==> src/rtl/pulse_counter_pkg.sv <==
// ----------------------------------------------------------------------------
// pulse_counter_pkg
// Shared constants for the multi-channel pulse counter: register offsets,
// mode encoding, channel limit and a small address decoder helper.
// No ports (package).
// ----------------------------------------------------------------------------
package pulse_counter_pkg;

    localparam int MAX_CH = 32;

    // Byte offsets of the register map
    localparam logic [9:0] REG_EN         = 10'h000;
    localparam logic [9:0] REG_MODE       = 10'h004;
    localparam logic [9:0] REG_CLR        = 10'h008;
    localparam logic [9:0] REG_OVF        = 10'h00C;
    localparam logic [9:0] REG_IE         = 10'h010;
    localparam logic [9:0] REG_COUNT_BASE = 10'h100;

    // Per-channel MODE bit encoding
    localparam logic MODE_WRAP = 1'b0;
    localparam logic MODE_SAT  = 1'b1;

    typedef enum logic [2:0] {
        SEL_NONE,
        SEL_EN,
        SEL_MODE,
        SEL_CLR,
        SEL_OVF,
        SEL_IE,
        SEL_COUNT
    } reg_sel_e;

    // Word-aligned decode; addr[1:0] never takes part. COUNT slots that
    // belong to channels that do not exist decode as unmapped.
    function automatic reg_sel_e decode(input logic [9:0] a, input int num_ch);
        int word;
        int base;
        word = int'(a[9:2]);
        base = int'(REG_COUNT_BASE[9:2]);
        if (word == int'(REG_EN[9:2]))        return SEL_EN;
        else if (word == int'(REG_MODE[9:2])) return SEL_MODE;
        else if (word == int'(REG_CLR[9:2]))  return SEL_CLR;
        else if (word == int'(REG_OVF[9:2]))  return SEL_OVF;
        else if (word == int'(REG_IE[9:2]))   return SEL_IE;
        else if (word >= base && word < base + num_ch) return SEL_COUNT;
        else return SEL_NONE;
    endfunction

endpackage

==> src/rtl/pulse_counter_mc_channel.sv <==
// ----------------------------------------------------------------------------
// pulse_channel
// One counting channel: rising-edge detector, CNT_W-bit counter with
// wrap/saturate behaviour and a single-cycle overflow-set pulse.
// Ports:
//   clk, rst  : clock, synchronous active-high reset
//   pulse     : pulse source (synchronous to clk)
//   en        : channel enable
//   mode      : MODE_WRAP / MODE_SAT
//   clr       : clear count this cycle (wins over an increment)
//   count     : current count
//   ovf_set   : combinational, high in the cycle an edge hits a full counter
// ----------------------------------------------------------------------------
module pulse_channel
    import pulse_counter_pkg::*;
#(
    parameter int CNT_W = 16
) (
    input  logic             clk,
    input  logic             rst,
    input  logic             pulse,
    input  logic             en,
    input  logic             mode,
    input  logic             clr,
    output logic [CNT_W-1:0] count,
    output logic             ovf_set
);

    logic pulse_q;
    logic edge_hit;
    logic inc;
    logic at_max;

    assign edge_hit = pulse & ~pulse_q;
    assign inc      = edge_hit & en;
    assign at_max   = (count == {CNT_W{1'b1}});

    // A clear swallows the edge entirely, so it cannot overflow either.
    assign ovf_set  = inc & at_max & ~clr;

    // pulse_q resets high so a source held high through reset is not an edge.
    always_ff @(posedge clk) begin
        if (rst) begin
            pulse_q <= 1'b1;
            count   <= '0;
        end else begin
            pulse_q <= pulse;
            if (clr) begin
                count <= '0;
            end else if (inc) begin
                if (!at_max) begin
                    count <= count + CNT_W'(1);
                end else if (mode == MODE_WRAP) begin
                    count <= '0;
                end
            end
        end
    end

endmodule

==> src/rtl/pulse_counter_mc.sv <==
// ----------------------------------------------------------------------------
// pulse_counter_mc
// Multi-channel pulse counter with a simple register bus. Holds the register
// file (EN, MODE, OVF, IE), the CLR strobe, the read mux and the irq output;
// the per-channel counting lives in pulse_channel.
// Ports:
//   clk, rst  : clock, synchronous active-high reset
//   wr_en     : single-cycle write strobe
//   rd_en     : single-cycle read strobe
//   addr      : byte address (addr[1:0] ignored)
//   wdata     : write data
//   rdata     : registered read data, held until the next rd_en
//   pulse_in  : NUM_CH pulse sources
//   irq       : registered level interrupt, |(OVF & IE)
// ----------------------------------------------------------------------------
module pulse_counter_mc
    import pulse_counter_pkg::*;
#(
    parameter int NUM_CH = 4,
    parameter int CNT_W  = 16
) (
    input  logic              clk,
    input  logic              rst,
    input  logic              wr_en,
    input  logic              rd_en,
    input  logic [9:0]        addr,
    input  logic [31:0]       wdata,
    output logic [31:0]       rdata,
    input  logic [NUM_CH-1:0] pulse_in,
    output logic              irq
);

    reg_sel_e          sel;
    logic [NUM_CH-1:0] wr_bits;
    logic [NUM_CH-1:0] en_r;
    logic [NUM_CH-1:0] mode_r;
    logic [NUM_CH-1:0] ovf_r;
    logic [NUM_CH-1:0] ie_r;
    logic [NUM_CH-1:0] clr;
    logic [NUM_CH-1:0] w1c;
    logic [NUM_CH-1:0] ovf_set;
    logic [CNT_W-1:0]  count [NUM_CH];
    logic [31:0]       rd_val;
    logic              bus_unused;

    // Byte lanes below the word and data bits above NUM_CH carry no meaning.
    assign bus_unused = ^{addr[1:0], wdata};

    assign sel     = decode(addr, NUM_CH);
    assign wr_bits = wdata[NUM_CH-1:0];
    assign clr     = (wr_en && sel == SEL_CLR) ? wr_bits : '0;
    assign w1c     = (wr_en && sel == SEL_OVF) ? wr_bits : '0;

    for (genvar ch = 0; ch < NUM_CH; ch++) begin : g_ch
        pulse_channel #(
            .CNT_W (CNT_W)
        ) u_ch (
            .clk     (clk),
            .rst     (rst),
            .pulse   (pulse_in[ch]),
            .en      (en_r[ch]),
            .mode    (mode_r[ch]),
            .clr     (clr[ch]),
            .count   (count[ch]),
            .ovf_set (ovf_set[ch])
        );
    end

    // Read mux works on current register values, so a read that coincides
    // with a write to the same address returns the pre-write contents.
    always_comb begin
        rd_val = '0;
        case (sel)
            SEL_EN:   rd_val[NUM_CH-1:0] = en_r;
            SEL_MODE: rd_val[NUM_CH-1:0] = mode_r;
            SEL_OVF:  rd_val[NUM_CH-1:0] = ovf_r;
            SEL_IE:   rd_val[NUM_CH-1:0] = ie_r;
            SEL_COUNT: begin
                for (int i = 0; i < NUM_CH; i++) begin
                    if (addr[6:2] == 5'(i)) begin
                        rd_val[CNT_W-1:0] = count[i];
                    end
                end
            end
            default:  rd_val = '0;
        endcase
    end

    // Register file, sticky overflow (a new set outranks a same-cycle W1C),
    // registered irq and read data.
    always_ff @(posedge clk) begin
        if (rst) begin
            en_r   <= '0;
            mode_r <= '0;
            ovf_r  <= '0;
            ie_r   <= '0;
            irq    <= 1'b0;
            rdata  <= '0;
        end else begin
            if (wr_en) begin
                case (sel)
                    SEL_EN:   en_r   <= wr_bits;
                    SEL_MODE: mode_r <= wr_bits;
                    SEL_IE:   ie_r   <= wr_bits;
                    default:  ;
                endcase
            end
            ovf_r <= (ovf_r & ~w1c) | ovf_set;
            irq   <= |(ovf_r & ie_r);
            if (rd_en) begin
                rdata <= rd_val;
            end
        end
    end

endmodule

==> config.mk <==
export PLATFORM = sky130hd
export DESIGN_NAME = pulse_counter_mc
export DESIGN_NICKNAME = d
export VERILOG_FILES = /design/src/rtl/pulse_counter_pkg.sv /design/src/rtl/pulse_counter_mc_channel.sv /design/src/rtl/pulse_counter_mc.sv
export SDC_FILE = /design/constraint.sdc
export NUM_CORES = 1
export LEC_CHECK = 0
export BUFFER_PORTS_ARGS = -buffer_cell sky130_fd_sc_hd__buf_2
export CORE_MARGIN = 1.5
export CORE_UTILIZATION = 40
export CTS_CLUSTER_DIAMETER = 60
export DETAILED_ROUTE_END_ITERATION = 10
export PLACE_DENSITY_LB_ADDON = 0.2
export SLEW_MARGIN = 20
export SYNTH_ARGS = -nofsm -noshare
export SYNTH_HDL_FRONTEND = slang
export SYNTH_SLANG_ARGS = --single-unit
==> constraint.sdc <==
create_clock -name clk -period 1.7 [get_ports clk]
set_input_delay 0.17 -clock clk [delete_from_list [all_inputs] [get_ports clk]]
set_output_delay 0.17 -clock clk [all_outputs]
set_load 0.02 [all_outputs]
==> flow_summary.json <==
{
  "rows": 42,
  "whs_ns": 0.04252,
  "synth_warnings": 0,
  "drt-pass1-iter-count": 5,
  "max_freq_mhz": 573.8,
  "clock_path_buffers": 2,
  "grt_max_degree": 29,
  "pin_count": 83,
  "ys_ff_latch": 101,
  "dr.first_iter.drc_count": 470,
  "power_w": 0.004540,
  "grt_pass1_wl_microns": 26320,
  "final_util_pct": 54.52,
  "grt_use_total_pct": 23.32,
  "timing.critical_path.cells": "ha_4 > nand4_1 > or4_4 > nor3_4 > or2_4 > a311oi_2",
  "min_from": "pulse_in[1]",
  "min_period_over_period_pct": 102.5,
  "critPathRequiredTime_ns": 1.93,
  "ys_types": 55,
  "violations": "setup timing",
  "diodes": 0,
  "portBuffers": 36,
  "pwr-share-seq_pct": 52.3,
  "place_area_sq_mm": 0.006605,
  "start_util_pct": 41.13,
  "synth_area_leaders": "dfxtp_1 37%, nor2_1 6.7%, xnor2_1 4.8%, a21oi_1 3.9%, mux2i_1 3.9%",
  "combPwrFrac_pct": 5.8,
  "core-area_sq_mm": 0.01324,
  "pwr-share-clk_pct": 41.9,
  "synth_edf_count": 0,
  "fin_ws_ns": -0.04292,
  "syn-cell-area_sq_mm": 0.005446,
  "cts_tree": "yes",
  "via_per_inst": 5.551,
  "layout-drive-gt1-share_pct": 30.92,
  "p_switching_w": 0.001053,
  "dr_total_vias": 5501,
  "r2r_start": "g_ch[0].u_ch.count[1]",
  "clk_pin_slew_worst_paths_ns": 0.07,
  "dieHeight_microns": 119.7,
  "p_int_w": 0.003487,
  "routed_wl_microns": 16480,
  "min_path_type": "input pin to flip-flop",
  "slowest_stage": "or4_4",
  "p_leak_nw": 2.734,
  "cts-root-buf": "clkbuf_16",
  "die_area_sq_mm": 0.01433,
  "place_hpwl_microns": 12140,
  "drc": 0,
  "gp_congestion": 0.9101,
  "cp.arrival_ns": 1.98,
  "crit_family": "simple AND/OR/NAND/NOR gates",
  "startpoint": "g_ch[0].u_ch.count[1]",
  "setup_viol": 7,
  "insertion_delay_ns": 0.35,
  "synthCells": 663,
  "crit_buf_inv": 0,
  "p_per_area_mw_per_mm2": 628.8,
  "cts_made_buffers": 9,
  "overflow": 0,
  "slew_violations": 0,
  "post_drt_wl_per_cell_microns": 16.63,
  "seq_area_frac_synth_pct": 37.12,
  "area_delta_synth_final_pct": 32.55,
  "ir_worst_vdd_v": 0.0004458,
  "outcome": "finished, violations left",
  "nets": 865,
  "start_kind": "flip-flop",
  "antenna_found_initial": 0,
  "synthArstFlopShare_pct": 0,
  "maxCapViolCount": 0,
  "cts_sinks": 101,
  "die_w_microns": 119.7,
  "yosys.area.top_type": "dfxtp_1",
  "min_period_ns": 1.743,
  "max_stage_delay_ns": 0.51,
  "hold_viol": 0,
  "endpoint_kind": "flip-flop",
  "grt_pass1_vias": 5182,
  "synth.most_common_cell": "dfxtp_1",
  "p_sw_share_pct": 23.19,
  "synth_flop_cell": "dfxtp_1",
  "ant_nets": 0,
  "path_class": "flip-flop to flip-flop",
  "preCtsSetupSlack_ns": -0.1024,
  "synth.top_cell.area_share_pct": 37.12,
  "rsz0062_at_grt": "yes",
  "syn_avg_cell_area_sq_um": 8.215,
  "worst-path-max-fanout": 6,
  "yosys-top-cells-count": "101 x dfxtp_1, 97 x nor2_1, 46 x nand2_1",
  "cts-htree-levels": 3,
  "final_area_sq_mm": 0.007219,
  "skew_ns": 0.007466
}
==> logic make-up (layout without fill, tap and decap cells) <==
logic type      count (synthesis)  after routing  share of synthesized area, %
xor+xnor                       44             44                         7.076
other cells                     1             16                       0.06885
simple gates                  323            324                         31.10
buf+inv                        50            186                         4.985
mux                            27             27                         5.720
compound gates                113            113                         13.00
fa+ha+maj                       4              4                        0.9189
flops                         101            101                         37.12
==> placed cells by master, fill, tap and decap left out, drive strengths merged, types with 15 or more instances in the layout <==
cell type / synthesis / layout
nor2: 97 / 97
mux2i: 21 / 21
a21oi: 42 / 42
xnor2: 30 / 30
nor3: 28 / 28
buf: 28 / 164
nand2: 46 / 46
nand4: 21 / 21
conb: 1 / 16
dfxtp: 101 / 101
nand3: 33 / 33
nor4: 15 / 15
==> final cells by class <==
cell class                 instances  area, sq um
clock inverter                     2        10.01
sequential                       101         2039
inverter                           7        26.28
timing repair buffer             164         1179
fill                            1257         6023
tap                              176        220.2
clock buffer                      13        250.2
multi-input combinational        528         3495
==> path summary, 6_finish.rpt <==
check,end,slack (ns),cells past startpoint
max,g_ch[0].u_ch.count[2],-0.04,6
min,g_ch[1].u_ch.pulse_q,0.04,2
max reg2reg,g_ch[0].u_ch.count[2],-0.04,6
min reg2reg,rdata[1],0.45,2
==> state kept, by name, indices dropped and copies added, names as in the netlist <==
register / count
g_ch.u_ch.count: 64
rdata: 16
en_r: 4
g_ch.u_ch.pulse_q: 4
ie_r: 4
mode_r: 4
ovf_r: 4
irq: 1
==> power groups by stage <==
stage | Sequential, W | Clock, W | Combinational (W)
3_5_place_dp | 0.00243 | 0 | 0.000255
6_report | 0.00237 | 0.00190 | 0.000265
5_1_grt | 0.00237 | 0.00203 | 0.000285
3_3_place_gp | 0.00243 | 0 | 0.000250
4_1_cts | 0.00237 | 0.00194 | 0.000260
2_1_floorplan | 0.00243 | 0 | 0.000173
==> per-layer routing <==
layer	global-route usage (%)	share of wire [%]
met1	32.35	46
met5	0	0
met4	10.04	2.8
met3	3.612	4.7
met2	35.99	46
==> timing repair <==
| item | CTS | global route |
|---|---|---|
| resized for setup | 15 | 48 |
| pin swaps | 6 | 27 |
| endpoints found under the setup margin | 43 | 62 |
| hold buffers | 0 | 0 |
| hold endpoints to repair | 0 | 0 |
| gates cloned | 1 | 0 |
| setup buffers | 3 | 6 |
==> per-stage QoR <==
stage	TNS, ns	cells
after floorplan	0	678
after global placement	-0.2793	966
after detailed placement	-3.049	966
after CTS	-0.04249	985
after global routing	-0.9616	991
final	-0.2065	991
Note: power is estimated with default switching activity, not from simulation.
